===== src/rtl/dwc_sequencer.sv =====
// dwc_sequencer: pairs one result from each redundant core, runs the pair through the DWC comparator, then forwards, re-runs or faults.
// Latency: 3 cycles from the last capture to result_valid when the comparator answers in its first WAIT cycle.
// Backpressure: a core's ready drops once its word is captured; the result is held until result_ready. `DWC_TIMEOUT_EN builds the WAIT watchdog.
module dwc_sequencer #(
    parameter int DATA_W      = 32,
    parameter int MAX_RETRY   = 3,
    parameter int TIMEOUT_CYC = 16
) (
    input  logic              clk,
    input  logic              reset,
    input  logic              a_valid,
    input  logic [DATA_W-1:0] a_data,
    output logic              a_ready,
    input  logic              b_valid,
    input  logic [DATA_W-1:0] b_data,
    output logic              b_ready,
    output logic [31:0]       data_set,
    output logic [DATA_W-1:0] data_a,
    output logic [DATA_W-1:0] data_b,
    input  logic [31:0]       isMatch,
    input  logic              interupt_match,
    output logic              rerun,
    output logic              result_valid,
    output logic [DATA_W-1:0] result_data,
    input  logic              result_ready,
    output logic              fault,
    output logic [1:0]        fault_code,
    input  logic              clear_fault
);

    localparam int RCW = (MAX_RETRY > 0) ? $clog2(MAX_RETRY + 1) : 1;
    localparam logic [31:0] CMD_CMP  = 32'd3;
    localparam logic [1:0]  CODE_MIS = 2'b01;
    localparam logic [1:0]  CODE_TMO = 2'b10;

    typedef enum logic [2:0] {
        S_IDLE,
        S_CMP,
        S_WAIT,
        S_OUT,
        S_RERUN,
        S_FAULT
    } state_t;

    state_t            state;
    state_t            state_nxt;
    logic              a_cap;
    logic              b_cap;
    logic [DATA_W-1:0] a_reg;
    logic [DATA_W-1:0] b_reg;
    logic [RCW-1:0]    retry_cnt;
    logic [1:0]        code_q;
    logic [1:0]        code_nxt;
    logic              a_hs;
    logic              b_hs;
    logic              clr_cap;
    logic              retry_inc;
    logic              retry_clr;
    logic              tmo_hit;
    logic              unused_bits;

    // Ready is gated by the reset pin so every output reads 0 while reset is held.
    assign a_ready      = reset && (state == S_IDLE) && !a_cap;
    assign b_ready      = reset && (state == S_IDLE) && !b_cap;
    assign a_hs         = a_valid && a_ready;
    assign b_hs         = b_valid && b_ready;
    assign data_set     = (state == S_CMP) ? CMD_CMP : 32'd0;
    assign data_a       = a_reg;
    assign data_b       = b_reg;
    assign rerun        = (state == S_RERUN);
    assign result_valid = (state == S_OUT);
    assign result_data  = (state == S_OUT) ? a_reg : '0;
    assign fault        = (state == S_FAULT);
    assign fault_code   = code_q;

`ifdef DWC_TIMEOUT_EN
    localparam int TCW = $clog2(TIMEOUT_CYC + 1);
    logic [TCW-1:0] tmo_cnt;

    // Counts completed WAIT cycles; fires on the TIMEOUT_CYC-th silent one.
    assign tmo_hit = (tmo_cnt == TCW'(TIMEOUT_CYC - 1));

    always_ff @(posedge clk or negedge reset) begin
        if (!reset) begin
            tmo_cnt <= '0;
        end else if (state != S_WAIT) begin
            tmo_cnt <= '0;
        end else begin
            tmo_cnt <= tmo_cnt + TCW'(1);
        end
    end

    assign unused_bits = ^isMatch[31:1];
`else
    assign tmo_hit     = 1'b0;
    assign unused_bits = ^{isMatch[31:1], 32'(TIMEOUT_CYC), tmo_hit};
`endif

    always_ff @(posedge clk or negedge reset) begin
        if (!reset) begin
            state <= S_IDLE;
        end else begin
            state <= state_nxt;
        end
    end

    always_comb begin
        state_nxt = state;
        code_nxt  = code_q;
        clr_cap   = 1'b0;
        retry_inc = 1'b0;
        retry_clr = 1'b0;
        case (state)
            S_IDLE: begin
                if ((a_cap || a_hs) && (b_cap || b_hs)) begin
                    state_nxt = S_CMP;
                end
            end
            S_CMP: begin
                state_nxt = S_WAIT;
            end
            S_WAIT: begin
                if (interupt_match) begin
                    if (isMatch[0]) begin
                        state_nxt = S_OUT;
                    end else if (retry_cnt < RCW'(MAX_RETRY)) begin
                        state_nxt = S_RERUN;
                        retry_inc = 1'b1;
                    end else begin
                        state_nxt = S_FAULT;
                        code_nxt  = CODE_MIS;
                    end
                end
`ifdef DWC_TIMEOUT_EN
                else if (tmo_hit) begin
                    state_nxt = S_FAULT;
                    code_nxt  = CODE_TMO;
                end
`endif
            end
            S_OUT: begin
                if (result_ready) begin
                    state_nxt = S_IDLE;
                    clr_cap   = 1'b1;
                    retry_clr = 1'b1;
                end
            end
            S_RERUN: begin
                state_nxt = S_IDLE;
                clr_cap   = 1'b1;
            end
            S_FAULT: begin
                if (clear_fault) begin
                    state_nxt = S_IDLE;
                    clr_cap   = 1'b1;
                    retry_clr = 1'b1;
                    code_nxt  = 2'b00;
                end
            end
            default: begin
                state_nxt = S_IDLE;
            end
        endcase
    end

    always_ff @(posedge clk or negedge reset) begin
        if (!reset) begin
            a_cap <= 1'b0;
            b_cap <= 1'b0;
            a_reg <= '0;
            b_reg <= '0;
        end else if (clr_cap) begin
            a_cap <= 1'b0;
            b_cap <= 1'b0;
        end else begin
            if (a_hs) begin
                a_cap <= 1'b1;
                a_reg <= a_data;
            end
            if (b_hs) begin
                b_cap <= 1'b1;
                b_reg <= b_data;
            end
        end
    end

    always_ff @(posedge clk or negedge reset) begin
        if (!reset) begin
            retry_cnt <= '0;
            code_q    <= 2'b00;
        end else begin
            code_q <= code_nxt;
            if (retry_clr) begin
                retry_cnt <= '0;
            end else if (retry_inc) begin
                retry_cnt <= retry_cnt + RCW'(1);
            end
        end
    end

endmodule


===== config.mk =====
export PLATFORM = sky130hd
export DESIGN_NAME = dwc_sequencer
export DESIGN_NICKNAME = d
export VERILOG_FILES = /design/src/rtl/dwc_sequencer.sv
export SDC_FILE = /design/constraint.sdc
export NUM_CORES = 1
export LEC_CHECK = 0
export BUFFER_PORTS_ARGS = -buffer_cell sky130_fd_sc_hd__buf_2
export CORE_MARGIN = 8
export CORE_UTILIZATION = 35
export DETAILED_ROUTE_END_ITERATION = 10
export MAX_ROUTING_LAYER = met4
export PLACE_DENSITY = 0.75
export SLEW_MARGIN = 20
export SYNTH_ARGS = -nofsm -noshare
export SYNTH_HDL_FRONTEND = slang
export SYNTH_SLANG_ARGS = --single-unit

===== constraint.sdc =====
create_clock -name clk -period 1.7 [get_ports clk]
set_input_delay 0.17 -clock clk [delete_from_list [all_inputs] [get_ports clk]]
set_output_delay 0.17 -clock clk [all_outputs]
set_load 0.01 [all_outputs]

[After elaboration in Yosys (flattened, before gate mapping)]
Cells that the tools add are included.
Storage, ports and cells
  bits in registers: 73
  memories kept: 0
  RAM bits: 0
  input bits: 103
  bits in latches: 0
  bits in read-only memories: 0
  logic and storage cells: 68
  output and inout bits: 135
Cells by class
  equal/unequal tests: 11
  multipliers: 0
  div/mod/pow operators: 0
  order comparisons: 1
  bitwise operators: 1
  add/subtract/negate cells: 1
  muxes and demuxes: 28
  shift operators: 0
  reductions and logical operators: 19
Operators with widths (count)
  2-to-1 mux 32 bit: 1
  2-to-1 mux 3 bit: 5
  case mux 3 bit (5 select lines): 1
  2-to-1 mux 2 bit: 7
  2-to-1 mux 1 bit: 11
  nonzero test 2 bit: 4
  == test 3 x 2 -> 1 bit, second input constant: 2
  == test 3 bit, second input constant: 2
  logical AND 1 bit: 6
  != test 2 x 1 -> 1 bit, second input constant: 3
  != test 2 bit, second input constant: 3
  AND reduction 5 bit: 1
  case mux 2 bit (2 select lines): 1
  AND reduction 2 bit: 2
  AND reduction 4 bit: 1
  == test 3 x 1 -> 1 bit, second input constant: 1
  logical NOT 3 bit: 1
  case mux 1 bit (3 select lines): 1
  adder 2 x 1 -> 2 bit, second input constant: 1
  logical NOT 1 bit: 2
  logical OR 1 bit: 2
  < comparator 2 bit, second input constant: 1
  case mux 1 bit (2 select lines): 1
  NOT 1 bit: 1

[Depth between registers and ports, before layout]
  depth in word-level cells: 8
  depth in mapped cells: 5
  mapped depth without buffers: 4

[Worst setup path after synthesis]
Ideal clock, no wire load.
  path type: register to register
  start: register state[2]
  end: register a_reg[10], in the netlist data_a[10]
  library setup time: 0.125 ns
  arrival time: 1.519 ns
  required time: 1.575 ns
  stages on the path, launching flop included: 6
  setup slack: 0.056 ns
  buffers on the path: 2
  period minus slack after synthesis: 1.644 ns
  cell sequence: dfrtp_1 -> buf_6 -> nor4b_4 -> nand3b_4 -> buf_6 -> mux2_4
On the way
  cells in the longest elaborated chain, start to end: 5
  elaborated cells on any way between the ends: 10
  those cells by class: 3 x eq/ne; 1 x mux; 1 x bitwise; 5 x reduce/logical
RTL lines
  start, declared: RTL line 45  | state_t state;
  start signal, assigned: RTL line 103  | state <= state_nxt;
  branches (longest 4 deep; another with == test 3 bit)
  AND reduction 2 bit (no line) *
  end signal, assigned: RTL line 178  | a_reg <= a_data;
  end, declared: RTL line 49  | logic [DATA_W-1:0] a_reg;
Every way passes the cells marked *.
A chain may end at the register's enable or synchronous reset.

[Final worst setup path]
  start: register state[2]
  end: output result_data[27]
On the way
  cells in the longest elaborated chain, start to end: 2
RTL lines
  == test 3 x 2 -> 1 bit: RTL line 72  | assign result_data = (state == S_OUT) ? a_reg : '0;
  2-to-1 mux 32 bit: RTL line 72
  end, declared: RTL line 24  | output logic [DATA_W-1:0] result_data,
Every way passes these cells.

==> reports/results.md <==
| Item | Value | Unit |
|---|---|---|
| Global-route wire length before repair | 15240 | um |
| Family with the most delay on the worst path | buffers and inverters | - |
| Mean cell area of the mapped netlist | 14.05 | um2 |
| Run status | complete, but fails checks | - |
| Maximum Capacitance Violations | 0 | - |
| WP buf/inv | 3 | - |
| Multiplexer fraction of the synthesized cell area | 26.10 | % |
| Leakage power figure | 2.779 | nW |
| Setup repair after global routing missed its margin | true | - |
| Via count of the routed design | 2542 | - |
| Root cell of the clock tree | clkbuf_8 | - |
| TritonCTS clock tree | yes | - |
| Data required time at the worst endpoint | 1.53 | ns |
| Critical path cell sequence | buf_4 -> and3b_2 -> buf_12 -> and2_1 -> buf_2 | - |
| Post-cts hold buffer count | 0 | - |
| Total number of nets in the final design | 547 | - |
| Core region area | 10180 | um2 |
| Max Clock Skew | 0.01178 | ns |
| Final core utilization | 47.90 | % |
| DRT Wirelength | 9353 | um |
| Number of global-route vias before repair | 2908 | - |
| Actual slew at the worst max-slew pin | 0.9246 | ns |
| Dpl cells | 564 | - |
| Fraction of the mapped netlist area in simple logic gates | 10.74 | % |
| Dominant combinational cell family by area after synthesis | multiplexers | - |
| Netlist area before placement | 3625 | um2 |
| Category of the worst setup path launch point | flip-flop | - |
| Part of the cycle the worst path needs | 105.1 | % |
| Violations in the final reports | setup timing | - |
| Fraction of layout cells with a size suffix above 1 | 61.61 | % |
| Standard cell with the maximum stage delay on the critical path | dfrtp_1 | - |
| Final Total Pwr | 8.742 | mW |
| Critical path's largest stage delay | 0.39 | ns |
| Weighted congestion reported at the end of routability-driven placement | 0.8102 | - |
| Register area share after synthesis | 49.71 | % |
| Final instance area | 4878 | um2 |
| Clock latency reported for the late side of the worst-skew pair | 0.34 | ns |
| Number of endpoints with negative hold slack in the final report | 0 | - |
| HPWL after detailed placement | 7160 | um |
| PwrDens | 1792 | nW/um2 |
| Synth Area in Compound Gates | 3.279 | % |
| Global-route usage over all layers | 13.80 | % |
| Cell variety after synth | 33 | - |
| Cell Area, Placed | 4569 | um2 |
| Layout overhead on the synthesized area | 34.59 | % |
| Final setup violation count | 65 | - |
| Maximum number of pins on one net before global-route repair | 73 | - |
| Fmax | 559.9 | MHz |
| Maximum fanout along the worst path | 34 | - |
| Final std cells w/o fill | 584 | - |
| Type of destination of the critical path | primary output | - |
| H-tree level count | 3 | - |
| Drt first-iter violations | 95 | - |
| Crit path setup slack, layout | -0.08588 | ns |
| Post-detailed-route DRC marker count | 0 | - |
| Cells after Synth | 258 | - |
| Peak ir drop on the vdd network | 0.5920 | mV |
| Antenna violation net count after detailed routing | 0 | - |
| TritonCTS sink count | 72 | - |
| Total congestion overflow after global routing | 0 | - |
| Overall die width | 117.8 | um |
| Share of the synthesized netlist area taken by xor and xnor gates | 0 | % |
| Initial standard-cell utilization of the core | 35.59 | % |
| Initial antenna violation count | 0 | - |
| Port Buf Inserts | 175 | - |
| Data arrival, critical path | 1.62 | ns |
| CTS clk-pin slew, worst paths | 0.08 | ns |
| Max-slew headroom | 38.36 | % |
| Final-layout worst hold slack | 0.02053 | ns |
| Count of TritonRoute iterations in the first routing pass | 4 | - |
| Antenna cells | 0 | - |
| Min-Delay Path Class | input pin to asynchronous set/reset pin | - |
| Final period demand of the worst path | 1.786 | ns |
| Setup Crit Path Kind | flip-flop to primary output | - |
| Die height | 117.8 | um |
| Full die area | 13870 | um2 |
| Cts bufs inserted | 9 | - |
| Ports placed on the boundary | 238 | - |
| Count of synthesis-stage warnings from yosys | 0 | - |
| Routed wire length per instance | 16.02 | um |
| Number of slew-limit violations in the final report | 0 | - |
| Via-per-instance ratio | 4.353 | - |
| Arithmetic-cell share of the synthesized area counting full adders, half adders and majority gates | 0.3452 | % |
| Number of register bits inferred by synthesis | 72 | - |
| Standard-cell row count | 37 | - |
| Deepest clock path buffer count | 2 | - |
worst reg2reg max path, stage by stage, from the launching register on:
cell,delay (ns)
dfrtp_1,0.39
buf_4,0.14
nor4b_4,0.28
buf_6,0.17
nand3b_4,0.09
buf_12,0.19
mux2_4,0.34
timing repair:
| item | in CTS | in global routing |
|---|---|---|
| gates resized for setup | 10 | 0 |
| endpoints found under the setup margin | 35 | 99 |
| pin swaps | 2 | 0 |
| buffers inserted | 3 | 1 |
kinds of logic (layout without fill, tap and decap cells):
kind of cell    Yosys count  after routing
flops                    72             72
mux                      64             64
simple gates             54             54
buf+inv                  48            208
compound gates           18             18
fa+ha+maj                 1              1
other cells               1             31
metrics by stage:
step,TNS (ns),setup slack [ns]
CTS,-3.680,-0.1118
global route,-8.426,-0.1730
finish,-2.345,-0.08588
global placement,0,0.1134
detailed placement,0,0.06459
floorplan,0,0.05619
power by group:
group | switching, mW | internal (mW)
Sequential | 0.557 | 2.56
Combinational | 1.72 | 2.26
Clock | 0.670 | 0.977
metal layers:
layer / track usage [%] / part of all wire, %
met1: 14.00 / 38
met3: 4.221 / 5.8
met2: 24.69 / 55
met5: - / 0
met4: 4.804 / 1.2
sequential cells by signal, summed over array words and instances, names as in the netlist:
signal	count
retry_cnt	2
data_b	32
fault_code	1
b_cap	1
data_a	32
a_cap	1
state	3
placed cells by master (no fill, tap or decap), types with 4 or more instances in the layout:
| cell | netlist | layout |
|---|---|---|
| buf_2 | 0 | 172 |
| mux2_4 | 60 | 60 |
| buf_4 | 32 | 10 |
| mux2_2 | 4 | 4 |
| buf_12 | 0 | 4 |
| conb_1 | 1 | 31 |
| a21oi_1 | 7 | 7 |
| clkbuf_8 | 0 | 9 |
| nor2_1 | 4 | 4 |
| dfrtp_1 | 72 | 72 |
| and2_1 | 32 | 31 |
cells in the mapped netlist:
master	count	area share, %
conb_1	1	0.10
nand2b_1	3	0.52
nor2_1	4	0.41
mux2_4	60	25
o31ai_1	2	0.41
a32o_1	1	0.28
clkbuf_1	6	0.62
o22ai_1	2	0.35
nor2b_1	2	0.35
a2bb2oi_1	1	0.24
o211ai_1	1	0.21
a21oi_1	7	0.97
nand3b_1	3	0.62
nand4bb_1	1	0.31
a31oi_1	1	0.17
or4_1	1	0.21
or4b_1	1	0.28
o311ai_0	1	0.24
and2_1	32	5.5
dfrtp_1	72	50
buf_4	32	6.6
buf_6	7	2.2
and3b_1	1	0.24
mux2_2	4	1.2
inv_1	3	0.31
nor4b_4	1	0.66
nor3b_1	1	0.21
a21boi_0	1	0.21
and3_1	1	0.17
nand3b_4	2	1.1
nor3_1	1	0.14
ha_1	1	0.35
o21a_1	1	0.21
area by class of cell:
class | instances | area, um2
Clock buffer | 9 | 123.9
Clock inverter | 7 | 120.1
Fill cell | 946 | 5306
Inverter | 3 | 11.26
Multi-Input combinational cell | 168 | 1602
Sequential cell | 72 | 1802
Tap cell | 136 | 170.2
Timing Repair Buffer | 189 | 1050
path summary, 6_finish.rpt:
kind,startpoint,to,slack [ns],depth (start not counted)
worst max-delay path,state[2],result_data[27],-0.09,5
worst min-delay path,reset,a_cap,0.02,2
worst max register to register,state[2],data_a[3],-0.02,6
worst min register to register,data_b[7],data_b[7],0.51,1
max in group asynchronous,reset,data_b[30],1.02,2
min in group clk,b_data[13],data_b[13],0.05,2
Power figures use the tool's default switching activity.
